[config.mk]
export PLATFORM = sky130hd
export DESIGN_NAME = mux8_rr_scheduler_flat
export DESIGN_NICKNAME = d
export VERILOG_FILES = /design/src/rtl/mux8_rr_scheduler_if.sv /design/src/rtl/mux8_rr_scheduler.sv /design/src/flat_wrapper.sv
export SDC_FILE = /design/constraint.sdc
export NUM_CORES = 1
export LEC_CHECK = 0
export CORE_ASPECT_RATIO = 1.75
export CORE_MARGIN = 1
export CORE_UTILIZATION = 53
export CTS_BUF_LIST = sky130_fd_sc_hd__clkbuf_4
export DETAILED_ROUTE_END_ITERATION = 6
export GPL_TIMING_DRIVEN = 0
export HOLD_SLACK_MARGIN = 0.03
export PLACE_DENSITY = 0.91
export RECOVER_POWER = 50
export SLEW_MARGIN = 20
export SYNTH_ARGS = -nofsm -noshare
export SYNTH_HDL_FRONTEND = slang
export SYNTH_SLANG_ARGS = --single-unit
[constraint.sdc]
create_clock -name clk -period 9.9 [get_ports clk]
set_input_delay 1.485 -clock clk [delete_from_list [all_inputs] [get_ports clk]]
set_output_delay 1.485 -clock clk [all_outputs]
set_load 0.05 [all_outputs]
[src/rtl/mux8_rr_scheduler_if.sv]
// Bundle of request/payload, grant/select and downstream handshake signals
// between the requesters, the mux8_rr_scheduler and the consumer.
// Optional macro FIXED_PRIO_EN adds the prio_mode control bit.
//
// Handshake: out_data is offered while out_valid=1 and is consumed on a rising
// clk edge where out_valid & out_ready. Once offered, sel/out_data/out_valid do
// not change until consumed. Each req[i] is held together with in[i] until the
// cycle in which gnt[i]=1.
interface mux8_rr_scheduler_if;
  logic [7:0] req;
  logic [7:0] in;
  logic [7:0] gnt;
  logic [2:0] sel;
  logic       out_data;
  logic       out_valid;
  logic       out_ready;
  logic       busy;
`ifdef FIXED_PRIO_EN
  logic       prio_mode;

  modport master (
    output req, in, out_ready, prio_mode,
    input  gnt, sel, out_data, out_valid, busy
  );

  modport slave (
    input  req, in, out_ready, prio_mode,
    output gnt, sel, out_data, out_valid, busy
  );
`else
  modport master (
    output req, in, out_ready,
    input  gnt, sel, out_data, out_valid, busy
  );

  modport slave (
    input  req, in, out_ready,
    output gnt, sel, out_data, out_valid, busy
  );
`endif
endinterface

[src/rtl/mux8_rr_scheduler.sv]
// Round-robin sequencer for a shared 8:1 bit-select datapath. Picks one of 8
// requesters, drives sel to it, captures in[sel] and offers the bit downstream
// through a valid/ready register stage. A winner may keep the datapath for up
// to QUANTUM consecutive transfers before priority rotates past it.
// Optional macro FIXED_PRIO_EN: adds prio_mode; when 1 the rotation winner is
// the lowest-index requester (ptr is still maintained).
module mux8_rr_scheduler #(
  parameter int QUANTUM = 1,
  parameter int CNT_W   = 4
) (
  input  logic             clk,
  input  logic             rst_n,
  mux8_rr_scheduler_if.slave bus,
  output logic             dbg_state,
  output logic [2:0]       dbg_ptr,
  output logic [CNT_W-1:0] dbg_cnt
);

  typedef enum logic {
    IDLE = 1'b0,
    FULL = 1'b1
  } state_t;

  state_t           state;
  logic [2:0]       ptr;
  logic [2:0]       sel_q;
  logic [CNT_W-1:0] cnt;
  logic             data_q;
  logic             valid_q;

  logic [2:0]       rot_base;
  logic [3:0]       pick;
  logic [CNT_W:0]   cnt_plus;
  logic             cont;
  logic             cap;
  logic [2:0]       winner;
  logic             prio;

  // Circular first-set search starting at base; returns {found, index}.
  function automatic logic [3:0] rr_pick(input logic [7:0] r, input logic [2:0] base);
    logic [3:0] res;
    logic [2:0] idx;
    res = 4'b0;
    // Walk from the far end so the closest requester to base is written last.
    for (int k = 7; k >= 0; k--) begin
      idx = base + 3'(k);
      if (r[idx]) res = {1'b1, idx};
    end
    return res;
  endfunction

`ifdef FIXED_PRIO_EN
  assign prio = bus.prio_mode;
`else
  assign prio = 1'b0;
`endif

  // In FULL the search starts just past the current owner, i.e. the pointer
  // value that rotation is about to store, so rotation costs no extra cycle.
  assign rot_base = (state == FULL) ? 3'(sel_q + 3'd1) : ptr;
  assign cnt_plus = {1'b0, cnt} + 1'b1;
  assign cont     = (state == FULL) && (cnt_plus < (CNT_W+1)'(QUANTUM)) && bus.req[sel_q];

  // Winner selection and capture decision for this cycle.
  always_comb begin
    cap    = 1'b0;
    winner = 3'd0;
    pick   = prio ? rr_pick(bus.req, 3'd0) : rr_pick(bus.req, rot_base);
    if (state == IDLE) begin
      cap    = pick[3];
      winner = pick[2:0];
    end else if (bus.out_ready) begin
      if (cont) begin
        cap    = 1'b1;
        winner = sel_q;
      end else begin
        cap    = pick[3];
        winner = pick[2:0];
      end
    end
  end

  // Grant strobe is combinational and forced low while reset is held.
  assign bus.gnt = (cap && rst_n) ? (8'b1 << winner) : 8'b0;

  // Single FSM: capture register, output valid, pointer and quantum counter.
  always_ff @(posedge clk or negedge rst_n) begin
    if (!rst_n) begin
      state   <= IDLE;
      ptr     <= 3'd0;
      sel_q   <= 3'd0;
      cnt     <= '0;
      data_q  <= 1'b0;
      valid_q <= 1'b0;
    end else begin
      case (state)
        IDLE: begin
          if (cap) begin
            sel_q   <= winner;
            data_q  <= bus.in[winner];
            cnt     <= '0;
            valid_q <= 1'b1;
            state   <= FULL;
          end
        end
        FULL: begin
          if (bus.out_ready) begin
            if (cont) begin
              cnt <= cnt + 1'b1;
            end else begin
              ptr <= sel_q + 3'd1;
              cnt <= '0;
            end
            if (cap) begin
              sel_q  <= winner;
              data_q <= bus.in[winner];
            end else begin
              valid_q <= 1'b0;
              state   <= IDLE;
            end
          end
        end
        default: state <= IDLE;
      endcase
    end
  end

  assign bus.sel       = sel_q;
  assign bus.out_data  = data_q;
  assign bus.out_valid = valid_q;
  assign bus.busy      = valid_q;

  assign dbg_state = state;
  assign dbg_ptr   = ptr;
  assign dbg_cnt   = cnt;

endmodule

[src/flat_wrapper.sv]
// flat-port wrapper written by rule: the top's interface ports become plain ports
module mux8_rr_scheduler_flat 
#(
  parameter int QUANTUM = 1,
  parameter int CNT_W   = 4
)
  (clk, rst_n, dbg_state, dbg_ptr, dbg_cnt, bus_req, bus_in, bus_out_ready, bus_gnt, bus_sel, bus_out_data, bus_out_valid, bus_busy);
  mux8_rr_scheduler_if bus_i ();
  input  logic clk;
  input  logic rst_n;
  output logic dbg_state;
  output logic [2:0] dbg_ptr;
  output logic [CNT_W-1:0] dbg_cnt;
  input wire logic [$bits(bus_i.req)-1:0] bus_req;
  input wire logic [$bits(bus_i.in)-1:0] bus_in;
  input wire logic [$bits(bus_i.out_ready)-1:0] bus_out_ready;
  output wire logic [$bits(bus_i.gnt)-1:0] bus_gnt;
  output wire logic [$bits(bus_i.sel)-1:0] bus_sel;
  output wire logic [$bits(bus_i.out_data)-1:0] bus_out_data;
  output wire logic [$bits(bus_i.out_valid)-1:0] bus_out_valid;
  output wire logic [$bits(bus_i.busy)-1:0] bus_busy;
  assign bus_i.req = bus_req;
  assign bus_i.in = bus_in;
  assign bus_i.out_ready = bus_out_ready;
  assign bus_gnt = bus_i.gnt;
  assign bus_sel = bus_i.sel;
  assign bus_out_data = bus_i.out_data;
  assign bus_out_valid = bus_i.out_valid;
  assign bus_busy = bus_i.busy;
  mux8_rr_scheduler #(.QUANTUM(QUANTUM), .CNT_W(CNT_W)) u_core (.clk(clk), .rst_n(rst_n), .bus(bus_i), .dbg_state(dbg_state), .dbg_ptr(dbg_ptr), .dbg_cnt(dbg_cnt));
endmodule
Yosys cells after proc, flatten, opt, wreduce, memory -nomap -nowiden
Cells that the tools add are included.
{"block": "word_totals", "in_bits": 19, "out_inout_bits": 22, "reg_bits": 13, "wordCells": 92}
{"block": "op_classes", "shifts": 1, "order_cmp": 11, "bitwise": 2, "reduce_logical": 6, "mux": 53, "n_addsub": 10, "eq_ne": 3}
{"cell": "$mux W4", "n": 11}
{"cell": "$lt A3 B4 Y1 const B", "n": 10}
{"cell": "$bmux W1 S3", "n": 10}
{"cell": "$mux W1", "n": 20}
{"cell": "$mux W3", "n": 6}
{"cell": "$add A3 B3 Y3 const B", "n": 4}
{"cell": "$mux W8", "n": 1}
{"cell": "$pmux W4 S2", "n": 1}
{"cell": "$shl A1 B3 Y8 const A", "n": 1}
{"cell": "$add A3 B1 Y3 const B", "n": 2}
{"cell": "$add A3 B2 Y3 const B", "n": 2}
{"cell": "$pmux W1 S2", "n": 3}
{"cell": "$pmux W3 S2", "n": 1}
{"cell": "$reduce_and A3 Y1", "n": 2}
{"cell": "$add A4 B1 Y5 const B", "n": 1}
{"cell": "$lt A5 B1 Y1 const B", "n": 1}
{"cell": "$add A4 B1 Y4 const B", "n": 1}
{"cell": "$ne A2 B2 Y1 const B", "n": 2}
{"cell": "$logic_and A1 B1 Y1", "n": 3}
{"cell": "$ne A2 B1 Y1 const B", "n": 1}
{"cell": "$not A1 Y1", "n": 2}
{"cell": "$reduce_and A2 Y1", "n": 1}

Longest topological paths before layout
{"block": "logic_depth", "ltp_word": 21, "mapped_depth": 15, "depth_no_buf": 14}

Least setup slack after synthesis
Ideal clock, no wire load.
{"block": "synth_timing", "kind": "register -> output", "startpoint": "register u_core.sel_q[1], in the netlist u_core.bus.sel[1]", "endpoint": "output bus_gnt[7]", "path_slack_ns": 3.403, "t_required_ns": 8.415, "n_path_buf": 0, "stages_incl_launch_ff": 14, "arrival_ns": 5.012, "cell_sequence": "dfrtp_1 ha_1 mux2i_1 clkinv_1 ha_1 mux2_2 o21ai_1 nand2_1 mux2_4 a311oi_2 o21ai_2 o21ai_2 nor2_2 nor4_1"}
{"block": "synth_between", "elab_chain_cells": 18, "elab_cells_between_ends": 45, "classes_between": "add/sub (8); shift (1); mux (34); reduce/logical (2)"}
{"item": "start: declaration", "line": "mux8_rr_scheduler.sv:26", "text": "logic [2:0] sel_q;"}
{"item": "start signal: assignment", "line": "mux8_rr_scheduler.sv:99", "text": "sel_q <= winner;"}
{"item": "start signal: assignment", "line": "mux8_rr_scheduler.sv:115", "text": "sel_q <= winner;"}
{"item": "$add A3 B1 Y3", "line": "mux8_rr_scheduler.sv:60", "text": "assign rot_base = (state == FULL) ? 3'(sel_q + 3'd1) : ptr;"}
{"item": "$mux W3", "line": "mux8_rr_scheduler.sv:60"}
{"item": "$add A3 B3 Y3", "line": "mux8_rr_scheduler.sv:46", "text": "idx = base + 3'(k);"}
{"item": "$bmux W1 S3", "line": "mux8_rr_scheduler.sv:47", "text": "if (r[idx]) res = {1'b1, idx};"}
{"item": "$mux W1 (implied by the code)", "line": "mux8_rr_scheduler.sv:47"}
{"item": "$mux W4 (8 in series)", "line": "mux8_rr_scheduler.sv:47"}
{"item": "$mux W3 / $mux W1 (equally long branches)", "line": "mux8_rr_scheduler.sv:73", "text": "if (cont) begin"}
{"item": "$mux W3 / $mux W1 (equally long branches)", "line": "mux8_rr_scheduler.sv:72", "text": "end else if (bus.out_ready) begin"}
{"item": "$mux W3 / $mux W1 (equally long branches)", "line": "mux8_rr_scheduler.sv:69", "text": "if (state == IDLE) begin"}
{"item": "$shl A1 B3 Y8 / $logic_and A1 B1 Y1 (equally long branches)", "line": "mux8_rr_scheduler.sv:84", "text": "assign bus.gnt = (cap && rst_n) ? (8'b1 << winner) : 8'b0;"}
{"item": "$mux W8 (*)", "line": "mux8_rr_scheduler.sv:84"}
{"item": "end: declaration", "line": "flat_wrapper.sv:17", "text": "output wire logic [$bits(bus_i.gnt)-1:0] bus_gnt;"}
Every way passes the cells marked *; elsewhere a longest branch is shown, timed or not. The select of a mux whose other input is x is not followed.

Worst setup path in the final report
Ends and elaborated chain as after synthesis.

==> impl_metrics.json <==
{
  "status": "complete, no violations",
  "synth_edf_count": 0,
  "grt_pass1_wl_um": 11200,
  "clkLatencyLatePin_ps": 280,
  "area_delta_synth_final_pct": 24.1,
  "rsz0062_at_grt": "no",
  "num_rows": 29,
  "grt_use_total_pct": 35.7,
  "syn_area_um2": 2030,
  "pre_cts_slack_ps": 3330,
  "grt_overflow_total": 0,
  "initial_core_util_pct": 55.9,
  "io_buffers": 40,
  "cp.arrival_ps": 5440,
  "synthCells": 249,
  "maxSlewHeadroom_pct": 54.3,
  "synthTopCellsByArea": "dfrtp_1, nand3_1, nand2_1, mux2i_1, mux4_2",
  "rrSetupSlack_ps": 5260,
  "final_cell_mix": "clkdlybuf4s50_1, nand3_1, nand2_1",
  "syn_area_per_cell_um2": 8.14,
  "nets": 316,
  "drt-total-wl_um": 6830,
  "async_flop_share_pct": 100,
  "dr_total_vias": 2259,
  "start_kind": "flop",
  "clk_path_buf_depth": 2,
  "final_antenna_net_count": 0,
  "dieWidth_um": 48.8,
  "worstSetupPathType": "flop to primary output",
  "cts_tree": "done",
  "routedWlPerCell_um": 20.2,
  "crit_path_max_incr_delay_ps": 860,
  "hold_viol_final": 0,
  "cts_setup_buffers": 0,
  "ys_types": 67,
  "synth_nets": 271,
  "clock-sinks": 13,
  "num_io_pins": 41,
  "critical_path_required_ps": 8420,
  "crit_family": "buffers and inverters",
  "antenna_found_initial": 0,
  "ys_dominant_reg_cell": "dfrtp_1",
  "layout-drive-gt1-share_pct": 17.4,
  "fmax_mhz": 144,
  "worst-path-buf-inv": 2,
  "yosysTopAreaCell": "dfrtp_1",
  "drt-vias-per-instance": 6.66,
  "n_antenna_cell": 0,
  "cts_hold_buffers": 0,
  "core_area_um2": 3630,
  "tns_ps": 0,
  "die_area_um2": 4090,
  "place.gp.congestion": 0.925,
  "numCtsBuffers": 3,
  "ys_warn_count": 0,
  "fp.dieH_um": 83.8,
  "placed_cells": 335,
  "synth_top_area_share_pct": 16.0,
  "crit_path_max_fanout": 9,
  "cts-resized-gates": 0,
  "cts-root-buf": "clkbuf_4",
  "layout.cells.most_common": "clkdlybuf4s50_1",
  "clkTransAtPathRegs_ps": 70,
  "htree_levels": 1,
  "worst_pin_slew_ps": 685,
  "firstDrtPassIters": 4,
  "grt_start_max_net_pins": 17,
  "drv_cap": 0,
  "fillCellCount": 313,
  "end_kind": "primary output",
  "hold_class": "flop to flop",
  "finalCritPeriodShare_pct": 69.9,
  "drt-initial-drc-count": 129,
  "report.final.slew_viol_count": 0,
  "grt_pass1_vias": 2259,
  "ys_seq_area_share_pct": 16.0,
  "setup_viol": 0,
  "skew_ps": 5.85,
  "synth_seq_cells": 13,
  "drc_errors": 0,
  "min_period_ps": 6920,
  "setup_ws_ps": 2980,
  "stdcell_count": 339,
  "cpMaxStageDelayCell": "clkdlybuf4s50_1",
  "cp_cell_sequence": "ha_1, mux2i_1, clkinv_1, ha_1, mux2_2, o21ai_1, nand2_1, mux2_4, a311oi_2, o21ai_2, o21ai_2, nor2_2, nor4_1, clkdlybuf4s50_1",
  "dpl.hpwl_um": 5240
}
## layout make-up
class                   instances  area [µm²]  area share [%]
plain buffers                  11        80.1            3.18
clock buffers                   4        30.0            1.19
inverters                       7        26.3            1.04
multi-input cells             218        1600            63.4
flip-flops and latches         13         325            12.9
well taps                      46        57.6            2.29
repair buffers                 40         400            15.9
## per-layer routing
metal / routed length, µm / global-route usage, %
met1: 2550 / 39.2
met2: 3500 / 62.0
met3: 371 / 4.01
met4: 411 / 25.1
met5: 0 / 0
## flip-flops by register name, summed over array words and instances, names as in the netlist
signal	count
u_core.dbg_state	1
u_core.bus.sel	3
u_core.dbg_cnt	4
u_core.bus.busy	1
u_core.bus.out_data	1
u_core.dbg_ptr	3
## worst register-to-register path, stage by stage (launching register included)
cell	delay, ps
dfrtp_1	450
ha_1	370
mux2i_1	260
clkinv_1	310
ha_1	560
mux2_2	370
o21ai_1	160
nand2_1	230
a2111oi_2	590
nand4b_2	330
o21ai_4	320
a21oi_1	140
mux2i_1	230
mux2i_1	130
o32ai_2	100
## synthesized netlist by cell type (3+ instances only)
library cell	n
a2111oi_2	3
a211oi_1	3
a21o_1	3
a21oi_1	8
a22oi_1	4
a31oi_1	3
a41oi_1	3
and2_1	8
and3_1	5
buf_2	4
buf_4	5
dfrtp_1	13
ha_1	3
inv_1	5
mux2_2	5
mux2i_1	8
mux4_2	3
nand2_1	22
nand2b_1	6
nand3_1	27
nor2_1	11
nor2b_1	6
nor3_1	4
nor3b_1	3
nor4_1	3
o211ai_1	5
o21ai_0	13
o21ai_1	8
o21ai_2	3
o221ai_1	3
## kinds of logic (layout without fill, tap and decap cells)
group           after synthesis  after routing  share of synthesized area (%)
compound gates               81             81                           31.3
xor+xnor                      5              5                           2.90
fa+ha+maj                     3              3                           1.85
buf+inv                      18             62                           5.25
flops                        13             13                           16.0
mux                          18             18                           11.4
simple gates                111            111                           31.3
## per-stage QoR
stage	hold WS [ps]	instance area (µm²)	utilization [%]
after global placement	518	2480	68.5
after detailed placement	520	2480	68.5
after floorplan	791	2030	-
final	547	2510	69.3
after global routing	548	2510	69.3
after CTS	542	2510	69.3
## worst paths after layout
kind,startpoint,to,cells past startpoint
setup / recovery,u_core.bus.sel[1],bus_gnt[7],14
hold / removal,u_core.dbg_cnt[3],u_core.dbg_cnt[3],1
setup reg to reg,u_core.bus.sel[1],u_core.bus.out_data,14
hold reg to reg,u_core.dbg_cnt[3],u_core.dbg_cnt[3],1
max in group asynchronous,rst_n,u_core.dbg_state,1
min in group asynchronous,rst_n,u_core.bus.out_data,1
Power is left out: the tool's default activity adds up to more than one toggle a clock period on the data nets, which glitch-free logic cannot reach.
